File: src/rtl/mips_pkg.sv
// Shared encodings for the multi-cycle MIPS controller: opcodes, FSM states,
// ALU op classes and datapath mux select values.
package mips_pkg;

  localparam logic [5:0] OP_RTYPE = 6'b000000;
  localparam logic [5:0] OP_LW    = 6'b100011;
  localparam logic [5:0] OP_SW    = 6'b101011;
  localparam logic [5:0] OP_BEQ   = 6'b000100;
  localparam logic [5:0] OP_J     = 6'b000010;

  typedef enum logic [3:0] {
    S_FETCH     = 4'd0,
    S_DECODE    = 4'd1,
    S_MEM_ADDR  = 4'd2,
    S_MEM_READ  = 4'd3,
    S_MEM_WB    = 4'd4,
    S_MEM_WRITE = 4'd5,
    S_EXECUTE   = 4'd6,
    S_ALU_WB    = 4'd7,
    S_BRANCH    = 4'd8,
    S_JUMP      = 4'd9,
    S_ERROR     = 4'd10
  } state_t;

  localparam logic [1:0] ALU_ADD   = 2'b00;
  localparam logic [1:0] ALU_SUB   = 2'b01;
  localparam logic [1:0] ALU_FUNCT = 2'b10;

  localparam logic [1:0] SRCB_REG     = 2'b00;
  localparam logic [1:0] SRCB_FOUR    = 2'b01;
  localparam logic [1:0] SRCB_IMM     = 2'b10;
  localparam logic [1:0] SRCB_IMM_SH2 = 2'b11;

  localparam logic [1:0] PCSRC_ALU    = 2'b00;
  localparam logic [1:0] PCSRC_ALUOUT = 2'b01;
  localparam logic [1:0] PCSRC_JUMP   = 2'b10;

  // States that hold a memory request open and are subject to the timeout.
  function automatic logic is_wait_state(input state_t s);
    return (s == S_FETCH) || (s == S_MEM_READ) || (s == S_MEM_WRITE);
  endfunction

endpackage

File: src/rtl/mips_mem_wait_timer.sv
// Counts consecutive not-ready cycles of one memory access and flags when the
// count has reached the allowed maximum.
module mips_mem_wait_timer #(
  parameter int MEM_WAIT_MAX = 15,
  parameter int WAIT_W       = 8
) (
  input  logic i_clk,
  input  logic i_rst_n,
  input  logic i_clear,
  input  logic i_count_en,
  output logic o_expired
);

  localparam logic [WAIT_W-1:0] CNT_ONE = WAIT_W'(1);
  localparam logic [WAIT_W-1:0] CNT_MAX = WAIT_W'(MEM_WAIT_MAX);

  logic [WAIT_W-1:0] cnt;

  // Clear wins over counting so a fresh access always starts from zero.
  always_ff @(posedge i_clk or negedge i_rst_n) begin
    if (!i_rst_n) begin
      cnt <= '0;
    end else if (i_clear) begin
      cnt <= '0;
    end else if (i_count_en) begin
      cnt <= cnt + CNT_ONE;
    end
  end

  assign o_expired = (cnt == CNT_MAX);

endmodule

File: src/rtl/mips_multicycle_ctrl.sv
// Moore sequencer for the multi-cycle MIPS datapath. Mux selects follow the
// state alone; IR/PC loads in FETCH and the store completion pulse are
// qualified by the memory ready in the same cycle.
module mips_multicycle_ctrl
  import mips_pkg::*;
#(
  parameter int MEM_WAIT_MAX = 15,
  parameter int WAIT_W       = 8
) (
  input  logic       i_clk,
  input  logic       i_rst_n,
  input  logic [5:0] i_op_code,
  input  logic       i_mem_ready,
  output logic       o_mem_req,
  output logic       o_mem_write,
  output logic       o_i_or_d,
  output logic       o_ir_write,
  output logic       o_pc_write,
  output logic       o_pc_write_cond,
  output logic [1:0] o_pc_src,
  output logic       o_alu_src_a,
  output logic [1:0] o_alu_src_b,
  output logic [1:0] o_alu_op_code,
  output logic       o_reg_write,
  output logic       o_reg_dst,
  output logic       o_mem_to_reg,
  output logic       o_instr_done,
  output logic       o_illegal,
  output logic       o_error,
  output logic [3:0] o_state
);

  state_t state;
  state_t state_nxt;
  logic   wait_expired;
  logic   wait_clear;
  logic   wait_count_en;
  logic   op_legal;

  assign op_legal = (i_op_code == OP_RTYPE) || (i_op_code == OP_LW) ||
                    (i_op_code == OP_SW)    || (i_op_code == OP_BEQ) ||
                    (i_op_code == OP_J);

  // Restart the timer whenever a memory-wait state is newly entered.
  assign wait_clear    = is_wait_state(state_nxt) && (state_nxt != state);
  assign wait_count_en = is_wait_state(state) && !i_mem_ready;

  mips_mem_wait_timer #(
    .MEM_WAIT_MAX (MEM_WAIT_MAX),
    .WAIT_W       (WAIT_W)
  ) u_wait_timer (
    .i_clk      (i_clk),
    .i_rst_n    (i_rst_n),
    .i_clear    (wait_clear),
    .i_count_en (wait_count_en),
    .o_expired  (wait_expired)
  );

  // Next-state selection; a ready in the expiry cycle still completes normally.
  always_comb begin
    state_nxt = state;
    case (state)
      S_FETCH: begin
        if (i_mem_ready)       state_nxt = S_DECODE;
        else if (wait_expired) state_nxt = S_ERROR;
      end
      S_DECODE: begin
        case (i_op_code)
          OP_RTYPE:     state_nxt = S_EXECUTE;
          OP_LW, OP_SW: state_nxt = S_MEM_ADDR;
          OP_BEQ:       state_nxt = S_BRANCH;
          OP_J:         state_nxt = S_JUMP;
          default:      state_nxt = S_FETCH;
        endcase
      end
      S_MEM_ADDR:  state_nxt = (i_op_code == OP_LW) ? S_MEM_READ : S_MEM_WRITE;
      S_MEM_READ: begin
        if (i_mem_ready)       state_nxt = S_MEM_WB;
        else if (wait_expired) state_nxt = S_ERROR;
      end
      S_MEM_WRITE: begin
        if (i_mem_ready)       state_nxt = S_FETCH;
        else if (wait_expired) state_nxt = S_ERROR;
      end
      S_EXECUTE:   state_nxt = S_ALU_WB;
      S_ERROR:     state_nxt = S_ERROR;
      default:     state_nxt = S_FETCH;
    endcase
  end

  // State register; ERROR is only left through reset.
  always_ff @(posedge i_clk or negedge i_rst_n) begin
    if (!i_rst_n) state <= S_FETCH;
    else          state <= state_nxt;
  end

  // Output decode; everything is forced low while reset is held.
  always_comb begin
    o_mem_req       = 1'b0;
    o_mem_write     = 1'b0;
    o_i_or_d        = 1'b0;
    o_ir_write      = 1'b0;
    o_pc_write      = 1'b0;
    o_pc_write_cond = 1'b0;
    o_pc_src        = PCSRC_ALU;
    o_alu_src_a     = 1'b0;
    o_alu_src_b     = SRCB_REG;
    o_alu_op_code   = ALU_ADD;
    o_reg_write     = 1'b0;
    o_reg_dst       = 1'b0;
    o_mem_to_reg    = 1'b0;
    o_instr_done    = 1'b0;
    o_illegal       = 1'b0;
    o_error         = 1'b0;
    if (i_rst_n) begin
      case (state)
        S_FETCH: begin
          o_mem_req   = 1'b1;
          o_alu_src_b = SRCB_FOUR;
          o_ir_write  = i_mem_ready;
          o_pc_write  = i_mem_ready;
        end
        S_DECODE: begin
          o_alu_src_b  = SRCB_IMM_SH2;
          o_illegal    = !op_legal;
          o_instr_done = !op_legal;
        end
        S_MEM_ADDR: begin
          o_alu_src_a = 1'b1;
          o_alu_src_b = SRCB_IMM;
        end
        S_MEM_READ: begin
          o_mem_req = 1'b1;
          o_i_or_d  = 1'b1;
        end
        S_MEM_WB: begin
          o_reg_write  = 1'b1;
          o_mem_to_reg = 1'b1;
          o_instr_done = 1'b1;
        end
        S_MEM_WRITE: begin
          o_mem_req    = 1'b1;
          o_mem_write  = 1'b1;
          o_i_or_d     = 1'b1;
          o_instr_done = i_mem_ready;
        end
        S_EXECUTE: begin
          o_alu_src_a   = 1'b1;
          o_alu_op_code = ALU_FUNCT;
        end
        S_ALU_WB: begin
          o_reg_write  = 1'b1;
          o_reg_dst    = 1'b1;
          o_instr_done = 1'b1;
        end
        S_BRANCH: begin
          o_alu_src_a     = 1'b1;
          o_alu_op_code   = ALU_SUB;
          o_pc_write_cond = 1'b1;
          o_pc_src        = PCSRC_ALUOUT;
          o_instr_done    = 1'b1;
        end
        S_JUMP: begin
          o_pc_write   = 1'b1;
          o_pc_src     = PCSRC_JUMP;
          o_instr_done = 1'b1;
        end
        S_ERROR: o_error = 1'b1;
        default: ;
      endcase
    end
  end

  assign o_state = state;

endmodule

File: config.mk
export PLATFORM = sky130hd
export DESIGN_NAME = mips_multicycle_ctrl
export DESIGN_NICKNAME = d
export VERILOG_FILES = /design/src/rtl/mips_pkg.sv /design/src/rtl/mips_mem_wait_timer.sv /design/src/rtl/mips_multicycle_ctrl.sv
export SDC_FILE = /design/constraint.sdc
export NUM_CORES = 1
export LEC_CHECK = 0
export CAP_MARGIN = 30
export CORE_MARGIN = 5
export CORE_UTILIZATION = 43
export DETAILED_ROUTE_END_ITERATION = 16
export PLACE_DENSITY = 0.76
export SLEW_MARGIN = 25
export SYNTH_ARGS = -nofsm -noshare
export SYNTH_HDL_FRONTEND = slang
export SYNTH_SLANG_ARGS = --single-unit
File: constraint.sdc
create_clock -name i_clk -period 2.2 [get_ports i_clk]
set_clock_uncertainty 0.1 [all_clocks]
set_input_delay 0.44 -clock i_clk [delete_from_list [all_inputs] [get_ports i_clk]]
set_output_delay 0.44 -clock i_clk [all_outputs]
set_load 0.1 [all_outputs]
==> results_dict.tcl, run 1 <==
set metrics [dict create \
    status "stopped before the end" \
    haltStage "clock tree synthesis (4_1_cts)" \
    error "[ERROR DPL-0038] Utilization greater than 100%, impossible to legalize" \
    initial_utilization_pct 45.15 \
    cts_buffer_depth 2 \
    port_buffers 31 \
    cts-hold-fix-buffers 0 \
    die_x_um 61.01 \
    cts_buffers 3 \
    gp_congestion 0.8970 \
    synth_most_common_cell "nor2_1" \
    dp_hpwl_mm 3.477 \
    post_cts_buffers 16 \
    synth_async_sr_flop_share_pct 100.0 \
    synth_compound_area_share_pct 18.90 \
    synth_nets 148 \
    synthSimpleGateAreaFrac_pct 37.47 \
    cts_max_level 1 \
    synth_largest_area_cell "dfrtp_1" \
    synthMuxAreaShare_pct 1.902 \
    ys_ff_latch 12 \
    synth_cell_types 51 \
    syn_area_um2 1119 \
    synth_xor_area_share_pct 7.830 \
    fp.dieH_um 61.01 \
    synth.area.top_cells "dfrtp_1 27%, nor2_1 8.1%, xor2_1 6.3%, and3_1 2.8%, nand3_1 2.7%" \
    rows 18 \
    syn_inst 138 \
    cts.sinks 12 \
    synth_top_area_share_pct 26.85 \
    ctsResizeCount 67 \
    ys.warnings.count 0 \
    synthAdderAreaFrac_pct 1.119 \
    io_pins 32 \
    synth_top_family_by_area "simple AND/OR/NAND/NOR gates" \
    synth_edf_count 0 \
    cts-root-buf "clkbuf_4" \
    synth_flop_cell "dfrtp_1" \
    ys_seq_area_share_pct 26.85 \
    synth_common_cells "24 x nor2_1, 12 x dfrtp_1, 8 x xor2_1" \
    syn_area_per_cell_um2 8.106 \
]
-- cell families after synthesis --
| kind of cell | after synthesis |
|---|---|
| simple gates | 74 |
| compound gates | 27 |
| buf+inv | 12 |
| flops | 12 |
| xor+xnor | 10 |
| mux | 2 |
| fa+ha+maj | 1 |
-- metrics by stage --
stage          setup TNS (ns)  utilization, %  setup WS (ns)  instance area (um2)  std cells
2_1_floorplan          -6.500               -        -0.5309                 1349        138
3_3_place_gp           -6.371           89.95        -0.6283                 2228        245
3_5_place_dp           -7.683           89.95        -0.7148                 2228        245
==> inputs of run 2 (changes only) <==
--- a/config.mk
+++ b/config.mk
@@ -6,10 +6,10 @@
 export NUM_CORES = 1
 export LEC_CHECK = 0
 export CAP_MARGIN = 30
-export CORE_MARGIN = 5
-export CORE_UTILIZATION = 43
+export CORE_AREA = 5 5 66 68
 export DETAILED_ROUTE_END_ITERATION = 16
-export PLACE_DENSITY = 0.76
+export DIE_AREA = 0 0 71 73
+export PLACE_DENSITY_LB_ADDON = 0.15
 export SLEW_MARGIN = 25
 export SYNTH_ARGS = -nofsm -noshare
 export SYNTH_HDL_FRONTEND = slang
==> constraint.sdc (replaced) <==
create_clock -name i_clk -period 2.85 [get_ports i_clk]
set_clock_uncertainty 0.1 [all_clocks]
set_input_delay 0.57 -clock i_clk [delete_from_list [all_inputs] [get_ports i_clk]]
set_output_delay 0.57 -clock i_clk [all_outputs]
set_load 0.1 [all_outputs]
==> results_dict.tcl, run 2 <==
set metrics [dict create \
    status "complete, no violations" \
    syn_to_final_growth_pct 68.57 \
    placed_cells 222 \
    syn_area_um2 1119 \
    port_buffers 31 \
    power_frac_comb_pct 68.1 \
    hold_class "flip-flop to flip-flop" \
    cts_buffers 3 \
    gp_congestion 0.8196 \
    firstDrtPassIters 4 \
    power.leakage_nw 0.8034 \
    dp_hpwl_mm 2.646 \
    grt_antenna_before_repair 0 \
    synth_most_common_cell "nor2_1" \
    ys_ff_latch 12 \
    timing.final.max_slew_violations 0 \
    fp.dieH_um 73 \
    max_slew_margin_pct 73.12 \
    ys_seq_area_share_pct 26.85 \
    multi_input_area_um2 852.1 \
    clkPwrFrac_pct 12.4 \
    mostFrequentLayoutCell "buf_12" \
    synth_nets 148 \
    cp-end-kind "output pin" \
    fin_crit_sh_pct 97.74 \
    critPathMaxFanout 3 \
    synth_common_cells "24 x nor2_1, 12 x dfrtp_1, 8 x xor2_1" \
    max_freq_ghz 0.3590 \
    avgViaCountPerCell 5.133 \
    grt_pass1_vias 1145 \
    largest_reg_flops 8 \
    fin_util_pct 49.64 \
    tritoncts "yes" \
    synth_top_area_share_pct 26.85 \
    finalSetupViolations 0 \
    synth_edf_count 0 \
    nFillCells 371 \
    rows 23 \
    io_pins 32 \
    synth_largest_area_cell "dfrtp_1" \
    post_cts_buffers 0 \
    synth.area.top_cells "dfrtp_1 27%, nor2_1 8.1%, xor2_1 6.3%, and3_1 2.8%, nand3_1 2.7%" \
    cp_data_required_time_ns 2.18 \
    crit_path_start_kind "input pin" \
    clkTransAtPathRegs_ns 0.05 \
    cap_violations 0 \
    switching_power_mw 0.7664 \
    ys.warnings.count 0 \
    overflow 0 \
    power_density_nw_per_um2 777.3 \
    drt-wirelength-per-cell_um 14.55 \
    antenna_cells 0 \
    grt_usage_pct 13.08 \
    core_area_um2 3799 \
    layout_common_cells "19 x buf_12, 17 x nor2_1, 15 x buf_4, 8 x xor2_1, 8 x dfrtp_1" \
    cts_buffer_depth 2 \
    routed_wl_mm 3.289 \
    die_x_um 71 \
    crit_arrival_ns 2.12 \
    power_mw 1.466 \
    peakVddDrop_mv 0.3707 \
    final_antenna_net_count 0 \
    p_int_mw 0.6993 \
    register_area_um2 315.3 \
    synth_flop_cell "dfrtp_1" \
    fin_area_um2 1886 \
    final_cell_count_no_fill 226 \
    synth_cell_types 51 \
    swShare_pct 52.29 \
    tightestPinTransition_ns 0.4022 \
    pwr-share-seq_pct 19.5 \
    die_area_um2 5183 \
    grt_max_degree 22 \
    synth_async_sr_flop_share_pct 100.0 \
    initial_utilization_pct 29.45 \
    drive_gt1_share_pct 42.61 \
    cts-root-buf "clkbuf_8" \
    nNetsFinal 187 \
    tns_ns 0 \
    cts.sinks 12 \
    clk_latency_ns 0.24 \
    top_register "u_wait_timer.cnt" \
    drc 0 \
    syn_area_per_cell_um2 8.106 \
    min_period_ns 2.786 \
    placed_cell_area_um2 1804 \
    drt-initial-drc-count 52 \
    num_vias 1160 \
    finalHoldViolCount 0 \
    critPathKind "input pin to output pin" \
    syn_inst 138 \
    cts_max_level 1 \
    grt_pass1_wl_mm 5.526 \
]
-- run 2: cell counts after synthesis --
Identical to the previous run, type by type.
-- run 2: per-layer routing --
| layer | part of all wire [%] | track usage (%) | vias up |
|---|---|---|---|
| li1 | - | - | 576 |
| met4 | 0.43 | 2.296 | 0 |
| met3 | 6.5 | 2.755 | 2 |
| met2 | 51 | 23.38 | 36 |
| met5 | 0 | 0 | - |
| met1 | 42 | 16.39 | 546 |
-- run 2: power groups by stage --
stage,Clock (mW),Sequential [mW],Combinational [mW]
after floorplan,0,0.311,0.667
after global placement,0,0.287,0.986
after detailed placement,0,0.288,0.997
after CTS,0.188,0.286,1.00
after global routing,0.197,0.296,1.05
final,0.182,0.286,0.997
-- run 2: worst paths after layout --
kind | slack, ns | from | cells after the start | to
max in group asynchronous | 1.76 | i_rst_n | 2 | o_state[2]$_DFF_PN0_
min | 0.46 | u_wait_timer.cnt[1]$_DFFE_PN0P_ | 2 | u_wait_timer.cnt[1]$_DFFE_PN0P_
max | 0.06 | i_op_code[3] | 9 | o_instr_done
min in group asynchronous | 0.68 | i_rst_n | 2 | o_state[0]$_DFF_PN0_
min reg2reg | 0.46 | u_wait_timer.cnt[1]$_DFFE_PN0P_ | 2 | u_wait_timer.cnt[1]$_DFFE_PN0P_
max reg2reg | 0.39 | o_state[1]$_DFF_PN0_ | 7 | u_wait_timer.cnt[0]$_DFFE_PN0P_
-- run 2: worst max-delay path: stages --
cell and delay, ns:
clkdlybuf4s50_1 0.42, buf_4 0.16, nor3_4 0.18, a21oi_1 0.09
o21a_1 0.19, a221oi_2 0.16, buf_4 0.15, nor2b_4 0.04
buf_12 0.15
-- run 2: cells by family (layout without fill, tap and decap cells) --
kind of cell	count (synthesis)	after routing	share of synthesized area (%)
and+or+nand+nor	74	74	37.47
buffers and inverters	12	50	5.928
xor gates and xnor gates	10	10	7.831
muxes	2	2	1.902
AOI/OAI and AO/OA	27	27	18.90
adders and majority gates	1	1	1.118
DFF	12	12	26.85
-- run 2: per-stage QoR --
step,setup WS (ns),hold slack (ns)
after global routing,-0.02720,0.4795
after floorplan,-0.3231,0.1744
after global placement,-0.08138,0.4257
after CTS,0.04939,0.4622
final,0.06442,0.4575
after detailed placement,-0.1167,0.4533
-- run 2: area by class of cell --
cell class,instances,share of cell area [%]
Multi-Input combinational cell,114,45.19
Timing Repair Buffer,43,31.25
Sequential cell,12,16.72
Tap cell,50,3.318
Clock buffer,4,2.920
Inverter,3,0.5972
-- run 2: what timing repair did --
action                     CTS  global route
resized for setup            2             4
setup endpoints to repair    1             1
hold buffers                 0             0
(Power assumes the default switching activity.)
==> inputs of run 3 (changes only) <==
--- a/config.mk
+++ b/config.mk
@@ -6,9 +6,9 @@
 export NUM_CORES = 1
 export LEC_CHECK = 0
 export CAP_MARGIN = 30
-export CORE_AREA = 5 5 66 68
+export CORE_AREA = 2 2 63 65
 export DETAILED_ROUTE_END_ITERATION = 16
-export DIE_AREA = 0 0 71 73
+export DIE_AREA = 0 0 65 67
 export PLACE_DENSITY_LB_ADDON = 0.15
 export SLEW_MARGIN = 25
 export SYNTH_ARGS = -nofsm -noshare
==> constraint.sdc (replaced) <==
create_clock -name i_clk -period 2.72 [get_ports i_clk]
set_clock_uncertainty 0.1 [all_clocks]
set_input_delay 0.544 -clock i_clk [delete_from_list [all_inputs] [get_ports i_clk]]
set_output_delay 0.544 -clock i_clk [all_outputs]
set_load 0.1 [all_outputs]
==> results_dict.tcl, run 3 (same netlist as run 2, synthesis figures left out) <==
set metrics [dict create \
    gp_congestion 0.8372 \
    pre_cts_ws_ns -0.2332 \
    finalHoldViolCount 0 \
    final_antenna_net_count 0 \
    fin_util_pct 55.00 \
    cts-hold-fix-buffers 0 \
    critical_path_buf_inv_count 4 \
    cap_violations 0 \
    overflow 0 \
    whs_path_depth 2 \
    dp_hpwl_mm 2.528 \
    max_slew_margin_pct 75.93 \
    grt_antenna_before_repair 0 \
    largest_reg_flops 8 \
    power_density_nw_per_um2 776.4 \
    rr_worst_depth 6 \
    drt-initial-drc-count 45 \
    final_cell_count_no_fill 231 \
    hold_class "flip-flop to flip-flop" \
    cts_max_level 1 \
    status "complete, no violations" \
    top_register "u_wait_timer.cnt" \
    peakVddDrop_mv 0.5570 \
    tightestPinTransition_ns 0.3599 \
    path_cells "dlygate4sd2_1 > buf_4 > nor3_4 > a21oi_2 > o21a_1 > a221oi_2 > buf_4 > nor2b_4 > buf_12" \
    core_area_um2 3606 \
    avgViaCountPerCell 5.117 \
    grt_pass1_wl_mm 5.430 \
    die_x_um 65 \
    syn_to_final_growth_pct 77.29 \
    grt_pass1_vias 1188 \
    io_pins 32 \
    cts-root-buf "clkbuf_8" \
    min_period_ns 2.575 \
    slowest_stage "dlygate4sd2_1" \
    routed_wl_mm 3.192 \
    fin_crit_sh_pct 94.68 \
    power.leakage_nw 0.8441 \
    port_buffers 31 \
    cp_data_required_time_ns 2.08 \
    p_int_mw 0.7261 \
    swShare_pct 52.84 \
    path_depth 9 \
    rsz0062_at_grt "false" \
    timing.final.max_slew_violations 0 \
    clk_latency_ns 0.24 \
    pwr-share-seq_pct 19.9 \
    firstDrtPassIters 4 \
    finalSetupViolations 0 \
    initial_utilization_pct 31.02 \
    grt_max_degree 20 \
    mostFrequentLayoutCell "buf_4" \
    antenna_cells 0 \
    fin_ws_ns 0.1448 \
    clkPwrFrac_pct 10.5 \
    drive_gt1_share_pct 47.54 \
    tritoncts "yes" \
    rows 22 \
    crit_path_start_kind "input pin" \
    drc 0 \
    critPathMaxFanout 3 \
    cts_buffer_depth 2 \
    crit_arrival_ns 1.93 \
    layout_common_cells "20 x buf_4, 19 x buf_12, 17 x nor2_1, 8 x xor2_1, 8 x dfrtp_1" \
    die_area_um2 4355 \
    max_freq_ghz 0.3883 \
    cpMostUsedCell "buf_4" \
    placed_cells 226 \
    num_vias 1182 \
    tns_ns 0 \
    whs_ns 0.4672 \
    cts_buffers 3 \
    switching_power_mw 0.8136 \
    grt_usage_pct 16.07 \
    drt-wirelength-per-cell_um 13.82 \
    fp.dieH_um 67 \
    power_frac_comb_pct 69.7 \
    cts.sinks 12 \
    nNetsFinal 194 \
    critPathKind "input pin to output pin" \
    clkTransAtPathRegs_ns 0.05 \
    crit_family "buffers and inverters" \
    cp-end-kind "output pin" \
    cpPeakStageDelay_ns 0.25 \
]
[run 3: cell count changes in the layout (fill, tap and decap cells not counted), sizes merged]
cell           delta
clkdlybuf4s50     -4
dlygate4sd2       +4
buf               +7
[run 3: power groups by stage]
stage / clock network (mW) / registers [mW] / logic (mW)
6_report: 0.161 / 0.306 / 1.07
5_1_grt: 0.175 / 0.314 / 1.13
4_1_cts: 0.170 / 0.302 / 1.07
3_5_place_dp: 0 / 0.305 / 1.06
3_3_place_gp: 0 / 0.303 / 1.05
2_1_floorplan: 0 / 0.327 / 0.726
[run 3: worst register-to-register path, cell delays in order, from the launching register on]
cell,delay [ns]
dfrtp_1,0.42
or4_1,0.58
o211ai_1,0.27
o211ai_1,0.18
a211o_1,0.32
a211oi_4,0.37
nor2_1,0.11
[run 3: final timing paths]
kind	slack, ns	end	start
setup reg to reg	0.24	u_wait_timer.cnt[4]$_DFFE_PN0P_	u_wait_timer.cnt[5]$_DFFE_PN0P_
min in group asynchronous	0.66	o_state[2]$_DFF_PN0_	i_rst_n
max in group asynchronous	1.65	o_state[3]$_DFF_PN0_	i_rst_n
hold reg to reg	0.47	u_wait_timer.cnt[1]$_DFFE_PN0P_	u_wait_timer.cnt[1]$_DFFE_PN0P_
setup / recovery	0.14	o_instr_done	i_op_code[3]
hold / removal	0.47	u_wait_timer.cnt[1]$_DFFE_PN0P_	u_wait_timer.cnt[1]$_DFFE_PN0P_
[run 3: stage by stage]
step	instance area (um2)	power, mW
after global placement	1878	1.354
after detailed placement	1878	1.367
after global routing	1983	1.617
after floorplan	1285	1.053
final	1983	1.540
after CTS	1943	1.543
[run 3: timing repair]
item / 4_1_cts / 5_1_grt
pin swaps: 2 / 1
endpoints found under the setup margin: 2 / 10
gates resized for setup: 9 / 7
buffers inserted: 0 / 1
[run 3: routing by layer]
metal	vias up	part of all wire, %	global-route usage (%)
met5	-	0	0
li1	585	-	-
met1	575	43	18.95
met2	20	54	30.15
met4	0	0.34	2.926
met3	2	2.8	3.209
[run 3: area by class of cell]
class | count | area [um2]
fill | 319 | 1623
multi-input combinational | 114 | 907.1
timing repair buffer | 50 | 644.4
sequential | 12 | 315.3
tap | 48 | 60.06
clock buffer | 4 | 45.04
inverter | 3 | 11.26
